**config.mk**
```make
export PLATFORM = sky130hd
export DESIGN_NAME = piso_shift_tx
export DESIGN_NICKNAME = d
export VERILOG_FILES = /design/src/rtl/piso_shift_tx.sv
export SDC_FILE = /design/constraint.sdc
export NUM_CORES = 1
export LEC_CHECK = 0
export ABC_AREA = 1
export CAP_MARGIN = 0
export CORE_AREA = 4 4 41 43
export DETAILED_ROUTE_END_ITERATION = 8
export DIE_AREA = 0 0 45 47
export HOLD_SLACK_MARGIN = 0.08
export PLACE_DENSITY = 0.56
export SYNTH_ARGS = -nofsm -noshare
export SYNTH_HDL_FRONTEND = slang
export SYNTH_SLANG_ARGS = --single-unit
```
**constraint.sdc**
```tcl
create_clock -name clk -period 2.5 [get_ports clk]
set_clock_uncertainty 0.15 [all_clocks]
set_input_delay 0.25 -clock clk [delete_from_list [all_inputs] [get_ports clk]]
set_output_delay 0.25 -clock clk [all_outputs]
set_load 0.005 [all_outputs]
```
**src/rtl/piso_shift_tx.sv**
```systemverilog
// +----------------------------------------------------------------------------+
// | piso_shift_tx : parallel-in serial-out transmitter, MSB first, with shift   |
// |                 strobe for a downstream left-shifting receive register.     |
// | Optional: PIS_TX_PARITY_EN appends one even-parity bit per frame.           |
// | Revision: 1.0  initial release                                              |
// +----------------------------------------------------------------------------+
`default_nettype none

module piso_shift_tx #(
  parameter int REG_SIZE = 4
) (
  input  logic                clk,
  input  logic                clr,
  input  logic [REG_SIZE-1:0] x,
  input  logic                load,
  output logic                ready,
  output logic                sout,
  output logic                shl,
  output logic                busy,
  output logic                done
);

  localparam int C_CNT_W = (REG_SIZE > 2) ? $clog2(REG_SIZE) : 1;
  localparam logic [C_CNT_W-1:0] C_CNT_LAST = C_CNT_W'(REG_SIZE - 1);
`ifndef PIS_TX_PARITY_EN
  localparam logic [C_CNT_W-1:0] C_CNT_PEN  = C_CNT_W'(REG_SIZE - 2);
`endif

  typedef enum logic [1:0] {
    IDLE  = 2'd0,
    SHIFT = 2'd1
`ifdef PIS_TX_PARITY_EN
    ,PAR  = 2'd2
`endif
  } state_t;

  state_t              state_q, state_d;
  logic [REG_SIZE-1:0] sr_q, sr_d;
  logic [C_CNT_W-1:0]  cnt_q, cnt_d;
  logic                sout_q, sout_d;
  logic                shl_q, shl_d;
  logic                busy_q, busy_d;
  logic                done_q, done_d;
`ifdef PIS_TX_PARITY_EN
  logic                par_q, par_d;
`endif
  logic                w_accept;

  // A new word may be taken while the frame's final bit is on the line,
  // which is what makes back-to-back frames gapless.
  always_comb begin
    ready = 1'b0;
    unique case (state_q)
      IDLE:    ready = 1'b1;
`ifdef PIS_TX_PARITY_EN
      SHIFT:   ready = 1'b0;
      PAR:     ready = 1'b1;
`else
      SHIFT:   ready = (cnt_q == C_CNT_LAST);
`endif
      default: ready = 1'b0;
    endcase
  end

  assign w_accept = load & ready;

  // The serial outputs are registered, so each edge loads the bit that will
  // be presented during the following cycle; sr holds the bits still to go.
  always_comb begin
    state_d = state_q;
    sr_d    = sr_q;
    cnt_d   = cnt_q;
    sout_d  = 1'b0;
    shl_d   = 1'b0;
    busy_d  = 1'b0;
    done_d  = 1'b0;
`ifdef PIS_TX_PARITY_EN
    par_d   = par_q;
`endif
    if (w_accept) begin
      state_d = SHIFT;
      sr_d    = {x[REG_SIZE-2:0], 1'b0};
      cnt_d   = '0;
      sout_d  = x[REG_SIZE-1];
      shl_d   = 1'b1;
      busy_d  = 1'b1;
`ifdef PIS_TX_PARITY_EN
      par_d   = ^x;
`endif
    end else begin
      unique case (state_q)
        SHIFT: begin
          if (cnt_q != C_CNT_LAST) begin
            sr_d   = {sr_q[REG_SIZE-2:0], 1'b0};
            cnt_d  = cnt_q + C_CNT_W'(1);
            sout_d = sr_q[REG_SIZE-1];
            shl_d  = 1'b1;
            busy_d = 1'b1;
`ifndef PIS_TX_PARITY_EN
            done_d = (cnt_q == C_CNT_PEN);
`endif
          end else begin
`ifdef PIS_TX_PARITY_EN
            state_d = PAR;
            sout_d  = par_q;
            shl_d   = 1'b1;
            busy_d  = 1'b1;
            done_d  = 1'b1;
`else
            state_d = IDLE;
            cnt_d   = '0;
`endif
          end
        end
`ifdef PIS_TX_PARITY_EN
        PAR: begin
          state_d = IDLE;
          cnt_d   = '0;
        end
`endif
        default: state_d = IDLE;
      endcase
    end
  end

  always_ff @(posedge clk) begin
    if (clr) begin
      state_q <= IDLE;
      sr_q    <= '0;
      cnt_q   <= '0;
      sout_q  <= 1'b0;
      shl_q   <= 1'b0;
      busy_q  <= 1'b0;
      done_q  <= 1'b0;
`ifdef PIS_TX_PARITY_EN
      par_q   <= 1'b0;
`endif
    end else begin
      state_q <= state_d;
      sr_q    <= sr_d;
      cnt_q   <= cnt_d;
      sout_q  <= sout_d;
      shl_q   <= shl_d;
      busy_q  <= busy_d;
      done_q  <= done_d;
`ifdef PIS_TX_PARITY_EN
      par_q   <= par_d;
`endif
    end
  end

  assign sout = sout_q;
  assign shl  = shl_q;
  assign busy = busy_q;
  assign done = done_q;

endmodule

`default_nettype wire
```
### Yosys cells after proc, flatten, opt, wreduce, memory -nomap -nowiden

Cells that the tools add are included.

| cells by class | value |
|---|---|
| add/subtract/negate cells | 1 |
| eq/ne operators | 4 |
| multiplexer cells | 14 |
| bitwise logic cells | 3 |
| reductions and logical operators | 6 |

Operator list:

| operator | count |
|---|---|
| 4-bit 2-to-1 mux | 3 |
| 1-bit 2-to-1 mux | 9 |
| 2-bit equality test, second input constant | 2 |
| 2-bit nonzero test | 2 |
| 4-bit OR reduction | 1 |
| 3-bit != test, second input constant | 1 |
| 2-bit by 1-bit adder with 2-bit output, second input constant | 1 |
| 2-bit zero test | 1 |
| 2-bit 2-to-1 mux | 1 |
| 2-bit != test, second input constant | 1 |
| 1-bit inverter | 2 |
| 1-bit one-hot mux with 2 select lines | 1 |
| 2-bit AND reduction | 1 |
| 2-bit OR reduction | 1 |
| 1-bit AND | 1 |

| storage, ports and cells | value |
|---|---|
| flip-flop bits (word level) | 9 |
| bits of input ports | 7 |
| output and inout port bits | 5 |
| word-level logic and storage cells | 34 |

### Longest topological paths before layout

Gate-level depths: netlist of run 1.

| depth | value |
|---|---|
| depth in word-level cells | 5 |
| gate-level depth with buffers | 7 |
| depth with buffers taken out | 7 |

### Worst setup path before layout of run 1

No wires, ideal clock.

| path | value |
|---|---|
| path type | reg2reg |
| start | register cnt_q[0] |
| end | register cnt_q[1] |
| setup time | 0.070 ns |
| arrival time | 0.964 ns |
| required time | 2.280 ns |
| path slack | 1.317 ns |
| stages on the path, launching flop included | 5 |
| path buffers | 0 |
| period minus slack after synthesis | 1.183 ns |
| path through | dfxtp_1 inv_1 ha_1 or2_1 a21oi_1 |

| on the way | value |
|---|---|
| longest elaborated chain between the ends | 4 |
| elaborated cells on any way between the ends | 7 |
| classes of those cells | add/sub (1); eq/ne (2); mux (2); bitwise (1); reduce/logical (1) |

RTL lines:

| item | RTL line | text |
|---|---|---|
| start, declared | 39 | `logic [C_CNT_W-1:0] cnt_q, cnt_d;` |
| start signal, assigned | 141 | `cnt_q <= cnt_d;` |
| 2-bit equality test | 59 | `SHIFT: ready = (cnt_q == C_CNT_LAST);` |
| 1-bit one-hot mux with 2 select lines | 53 | `unique case (state_q)` |
| 1-bit AND | 65 | `assign w_accept = load & ready;` |
| 2-bit OR reduction (no source line) | -- |  |

Several ways; a longest one is shown, not always the timed one.
A chain may end at the register's enable or synchronous reset.

### Worst setup path after layout of run 1

| path | value |
|---|---|
| start | register cnt_q[1] |
| end | output port ready |

| on the way | value |
|---|---|
| longest elaborated chain between the ends | 2 |

RTL lines:

| item | RTL line | text |
|---|---|---|
| 2-bit equality test | 59 |  |
| 1-bit one-hot mux with 2 select lines | 53 |  |
| end, declared | 16 | `output logic ready,` |

Every way passes these cells.

==> results of run 1 <==
## per-stage QoR
stage	setup slack (ns)	power (W)	hold slack, ns	utilization, %	instances
5_1_grt	0.4579	0.0003306	0.3403	40.77	78
3_3_place_gp	0.8465	0.0002016	0.3088	38.75	74
4_1_cts	0.5477	0.0003165	0.3144	40.77	78
6_report	0.5602	0.0003108	0.3157	40.77	78
3_5_place_dp	0.8450	0.0002011	0.3065	38.75	74
2_1_floorplan	1.317	0.0001788	0.1691	-	49
## final timing paths
check / startpoint / endpoint / slack [ns] / cells past startpoint
min: sr_q[1] / sr_q[1] / 0.32 / 2
max reg2reg: cnt_q[0] / cnt_q[1] / 1.27 / 4
max: cnt_q[1] / ready / 0.56 / 4
min reg2reg: sr_q[1] / sr_q[1] / 0.32 / 2
## cells in the final DEF (no fill, tap or decap), drive strengths merged
cell            n
nor2            7
o21ai           1
inv             7
nand3           8
ha              2
or2             1
clkbuf          4
dfxtp           9
a21oi           4
clkdlybuf4s50  11
nand2           9
## per-layer routing
| layer | vias up | part of all wire, % |
|---|---|---|
| met2 | 16 | 39 |
| met5 | - | 0 |
| li1 | 181 | - |
| met3 | 5 | 8.6 |
| met4 | 0 | 5.3 |
| met1 | 144 | 47 |
## registers in the layout, indices dropped and copies added, names as in the netlist
signal   cells
busy         1
cnt_q        2
done         1
sout         1
sr_q         3
state_q      1
## critical path: cells and delay by family (launching register included)
kind | cells | cell delay [ns]
flip-flops | 1 | 0.35
adder cells (fa/ha/maj) | 1 | 0.23
AND/OR/NAND/NOR | 1 | 0.12
buffers and inverters | 2 | 0.57
## layout make-up
type	count	area, sq um
fill	142	770.7
sequential	9	180.2
multi-input combinational	32	168.9
timing repair buffer	11	110.1
clock buffer	4	26.28
inverter	7	26.28
tap	15	18.77
## power by group
part	internal (W)	switching (W)
clock network	0.0000616	0.0000518
logic	0.0000233	0.0000196
registers	0.000151	0.00000394
total	0.000235	0.0000753
## kinds of logic (layout without fill, tap and decap cells)
family,count (synthesis),in the layout
AOI/OAI and AO/OA,5,5
adders and majority gates,2,2
buffers and inverters,8,22
DFF,9,9
and+or+nand+nor,25,25
==> impl_results.md, run 1 <==
- TNS Setup: 0 ns
- CTS Hold Bufs: 0
- Met2 usage: 10.45%
- Overall Global Routing Usage: 8.737%
- CTS tree: built
- Commonest cells post-synth: dfxtp_1 (9), nand2_1 (8), nand3_1 (8), nor2_1 (5)
- Slew Viols, Final: 0
- Placer Congestion: 0.7090
- Max Root-Sink Buffers: 2
- Crit path DAT: 1.54 ns
- Reg clk slew, reported paths: 0.06 ns
- Max Fclk: 0.5155 GHz
- Final min period: 1.940 ns
- WL/cell: 8.782 microns
- First-pass GRT wire length: 1255 microns
- Data required, critical path: 2.10 ns
- Synth top area share: 47.06%
- Area share of and/or/nand/nor cells after synthesis: 31.05%
- Clock sinks: 9
- Count leader, synth: dfxtp_1
- Mapped Nets: 58
- Crit-path cells: ha_1, inv_2, nand2_2, clkdlybuf4s50_1
- Final Instance Area: 530.5 sq um
- Vias in the first global route: 306
- Rows: 13
- Final wirelength: 685 microns
- Io pins: 12
- CP endpoint kind: output port
- Met3 Track Usage GR: 2.299%
- Leakage: 0.2281 nW
- CP max stage cell: clkdlybuf4s50_1
- Setup violators final: 0
- Sequential area share after synthesis: 47.06%
- Antenna violations before repair: 0
- Synth Area in Adders: 6.536%
- Grt peak-use layer: met1
- Mux share of post-synthesis cell area: 0%
- DR iter-0 viols: 10
- Compound-cell area share of the yosys netlist: 6.536%
- Startpoint Class: register
- Width of the die: 45 microns
- Number of max-cap violations: 0
- Worst-path fanout max: 8
- Inserted Clock Buffers: 3
- Routing usage on met1: 11.32%
- Area Overhead vs Synth: 38.56%
- Area of the core: 0.001301 sq mm
- Share of cells above drive strength 1: 15.87%
- Asr flop ratio synth: 0%
- Worst Max-Slew Pin Slew: 0.2311 ns
- Starting Density: 29.42%
- Drt pass-1 iters: 4
- Flops & latches, synth: 9
- Top post-synthesis cells by area: dfxtp_1 (47%), nand3_1 (10%), nand2_1 (7.8%)
- Min-delay worst type: register to register
- Clock tree root buffer cell: clkbuf_4
- Via density: 4.436
- Clk_lat worst skew: 0.26 ns
- Cell Pwr Density: 585.8 mW/mm^2
- Cell area after synthesis: 382.9 sq um
- Peak supply drop: 0.2242 mV
- Mapped Cells: 49
- Status: finished clean
- Final net count: 73
- Normalized max-slew margin: 84.54%
- Main synth FF type: dfxtp_1
- Crit-path max cell delay: 0.52 ns
- Post-Synth XOR/XNOR Area: 0%
- DIE AREA: 0.002115 sq mm
- Post-synth cell types: 14
- Yosys warns: 0
- Post-CTS Setup Inserts: 0
- Diodes inserted: 0
- Routed Antenna Nets: 0
- Mean Syn Cell Area: 7.814 sq um
- Post-synth EDFFs: 0
- Via Count: 346
- Largest net degree at the start of global routing: 9
- RSZ-0062 raised after global routing: no
- Cell area after placement: 504.2 sq um
- DR DRC count: 0
- Leading area contributor after synthesis: dfxtp_1
- Grt ovf: 0
- Die height: 47 microns
- H-tree Lvls: 1
- Cts repair resizes: 0
- Fin crit share: 77.59%
- Post-DP HPWL: 534.5 microns
- Port Buffer Count: 11
- Largest family of logic cells by synthesized area: simple AND/OR/NAND/NOR gates
- Setup CP Type: register to output port
- Final hold vios: 0
No activity file was read; power rests on OpenSTA's default activity.
==> run 2, diff against run 1 <==
==> constraint.sdc (replaced) <==
create_clock -name clk -period 1.9 [get_ports clk]
set_clock_uncertainty 0.15 [all_clocks]
set_input_delay 0.19 -clock clk [delete_from_list [all_inputs] [get_ports clk]]
set_output_delay 0.19 -clock clk [all_outputs]
set_load 0.005 [all_outputs]
==> impl_results.md, run 2 (synthesis results as in run 1) <==
- Peak supply drop: 0.2904 mV (+30%)
- Worst reg2reg path endpoint: cnt_q[1]
- Area of the multi-input gates: 181.4 sq um (+7.4%)
- Normalized max-slew margin: 84.88% (+0.34 points)
- Clock sinks: 9 (unchanged)
- Setup violators final: 0 (unchanged)
- CP endpoint kind: output port
- Port Buffer Count: 11 (unchanged)
- Io pins: 12 (unchanged)
- Clk_lat worst skew: 0.26 ns (about the same)
- Area of the core: 0.001301 sq mm (unchanged)
- Via Count: 362 (+4.6%)
- Final net count: 73 (unchanged)
- Slew Viols, Final: 0 (unchanged)
- Rows: 13 (unchanged)
- Drt pass-1 iters: 4 (unchanged)
- Die height: 47 microns (unchanged)
- Grt ovf: 0 (unchanged)
- Register area: 181.4 sq um (+0.69%)
- Post-DP HPWL: 536.4 microns (+0.36%)
- Post-CTS Setup Inserts: 0 (unchanged)
- Inserted Clock Buffers: 3 (unchanged)
- Final wirelength: 713 microns (+4.1%)
- R2r startpoint: cnt_q[0]
- Most frequent cells in the layout: clkdlybuf4s50_1 (11), nand2_1 (8), nand3_1 (8), dfxtp_1 (8), nor2_1 (5)
- Min-delay worst type: register to register
- Pre-CTS setup slack: 0.3070 ns (-0.5380 ns)
- WL/cell: 9.141 microns (+4.1%)
- HP Start: sr_q[1]
- DR DRC count: 0 (unchanged)
- TNS Setup: 0 ns (unchanged)
- Final hold vios: 0 (unchanged)
- CTS tree: built
- Crit-path max cell delay: 0.52 ns (about the same)
- DIE AREA: 0.002115 sq mm (unchanged)
- Crit path DAT: 1.50 ns (-0.04 ns)
- Largest Register: sr_q
- Final WS setup: 0.05594 ns (-0.5043 ns)
- Diodes inserted: 0 (unchanged)
- Hold Path Stages: 2 (unchanged)
- Post-layout power: 0.0004092 W (+32%)
- Width of the die: 45 microns (unchanged)
- Via density: 4.641 (+4.6%)
- Routed Antenna Nets: 0 (unchanged)
- Non-Filler Instances: 78 (unchanged)
- Cts repair resizes: 0 (unchanged)
- CTS Hold Bufs: 0 (unchanged)
- Final min period: 1.844 ns
- Number of max-cap violations: 0 (unchanged)
- Endpoint of the worst hold path: sr_q[1]
- Cell Pwr Density: 751.9 mW/mm^2 (+28%)
- Share of cells above drive strength 1: 19.05% (+3.2 points)
- Dpl cells: 74 (unchanged)
- H-tree Lvls: 1 (unchanged)
- Starting Density: 29.42% (unchanged)
- Leading cell type in the layout, fill and taps excluded: clkdlybuf4s50_1
- Largest net degree at the start of global routing: 9 (unchanged)
- First-pass GRT wire length: 1117 microns (-11%)
- Critical path's top delay family: buffers and inverters
- Reg clk slew, reported paths: 0.06 ns (about the same)
- Worst path bufs/invs: 2 (unchanged)
- Worst-path fanout max: 8 (unchanged)
- Area Overhead vs Synth: 42.16%
- Worst r2r path cells: 4 (unchanged)
- Worst Max-Slew Pin Slew: 0.2261 ns (-0.005014 ns)
- Max Root-Sink Buffers: 2 (unchanged)
- Max FFs per register: 3 (unchanged)
- Fin crit share: 97.06%
- Status: finished clean
- Setup CP Type: register to output port
- Antenna violations before repair: 0 (unchanged)
- DR iter-0 viols: 7 (-3)
- Placer Congestion: 0.7101 (+0.16%)
- Max Fclk: 0.5423 GHz
- Leakage: 0.2261 nW (-0.90%)
- CP Launch Point: cnt_q[0]
- Crit-path cells: ha_4, inv_2, nand2_2, clkdlybuf4s50_1
- R2R Setup Slk: 0.56 ns (-0.71 ns)
- Fillers: 148 (+4.2%)
- CP max stage cell: clkdlybuf4s50_1
- Data required, critical path: 1.56 ns (-0.54 ns)
- Vias in the first global route: 278 (-9.2%)
- Startpoint Class: register
- Largest registers: sr_q: 3 flops, cnt_q: 2 flops
- Clock tree root buffer cell: clkbuf_4
- Overall Global Routing Usage: 8.010% (-0.73 points)
## run 2: report_power, final
| group | internal [W] | switching [W] |
|---|---|---|
| clock | 0.0000810 | 0.0000673 |
| sequential | 0.000198 | 0.00000620 |
| combinational | 0.0000308 | 0.0000257 |
## run 2: worst max path at each step
stage          depth (start not counted)        to  slack, ns
4_1_cts                                4     ready      0.006
3_5_place_dp                           4     ready       0.31
5_1_grt                                4     ready      -0.02
3_3_place_gp                           4     ready       0.31
2_1_floorplan                          4  cnt_q[1]       0.72
6_report                               4     ready       0.06
## run 2: metal layers
| layer | GRT usage, % | wire length [microns] |
|---|---|---|
| met1 | 10.11 | 323 |
| met2 | 9.322 | 296 |
| met3 | 2.299 | 56 |
| met4 | 10.53 | 36 |
| met5 | 0 | 0 |
## run 2: stage by stage
stage | instance area, sq um | hold WS (ns) | utilization, %
after floorplan | 382.9 | 0.1091 | -
after global placement | 504.2 | 0.3087 | 38.75
after detailed placement | 504.2 | 0.3065 | 38.75
after CTS | 530.5 | 0.3143 | 40.77
after global routing | 544.3 | 0.3609 | 41.83
final | 544.3 | 0.3121 | 41.83
## run 2: worst min-delay path: stages, from the launching register on
cell and delay [ns]:
dfxtp_1 0.31, nand2_1 0.06, a21oi_1 0.05
## run 2: cell type report
| type | instances | share of cell area [%] |
|---|---|---|
| clock buffer | 4 | 4.828 |
| inverter | 7 | 4.828 |
| timing repair buffer | 11 | 20.23 |
| multi-input combinational | 32 | 33.33 |
| tap | 15 | 3.448 |
| sequential | 9 | 33.33 |
==> run 3, diff against run 2 <==
--- a/config.mk
+++ b/config.mk
@@ -10,6 +10,7 @@
 export CORE_AREA = 4 4 41 43
 export DETAILED_ROUTE_END_ITERATION = 8
 export DIE_AREA = 0 0 45 47
+export GPL_ROUTABILITY_DRIVEN = 0
 export HOLD_SLACK_MARGIN = 0.08
 export PLACE_DENSITY = 0.56
 export SYNTH_ARGS = -nofsm -noshare
==> results of run 3 <==
The final DEF is identical to that of run 2; final timing and power are the same.
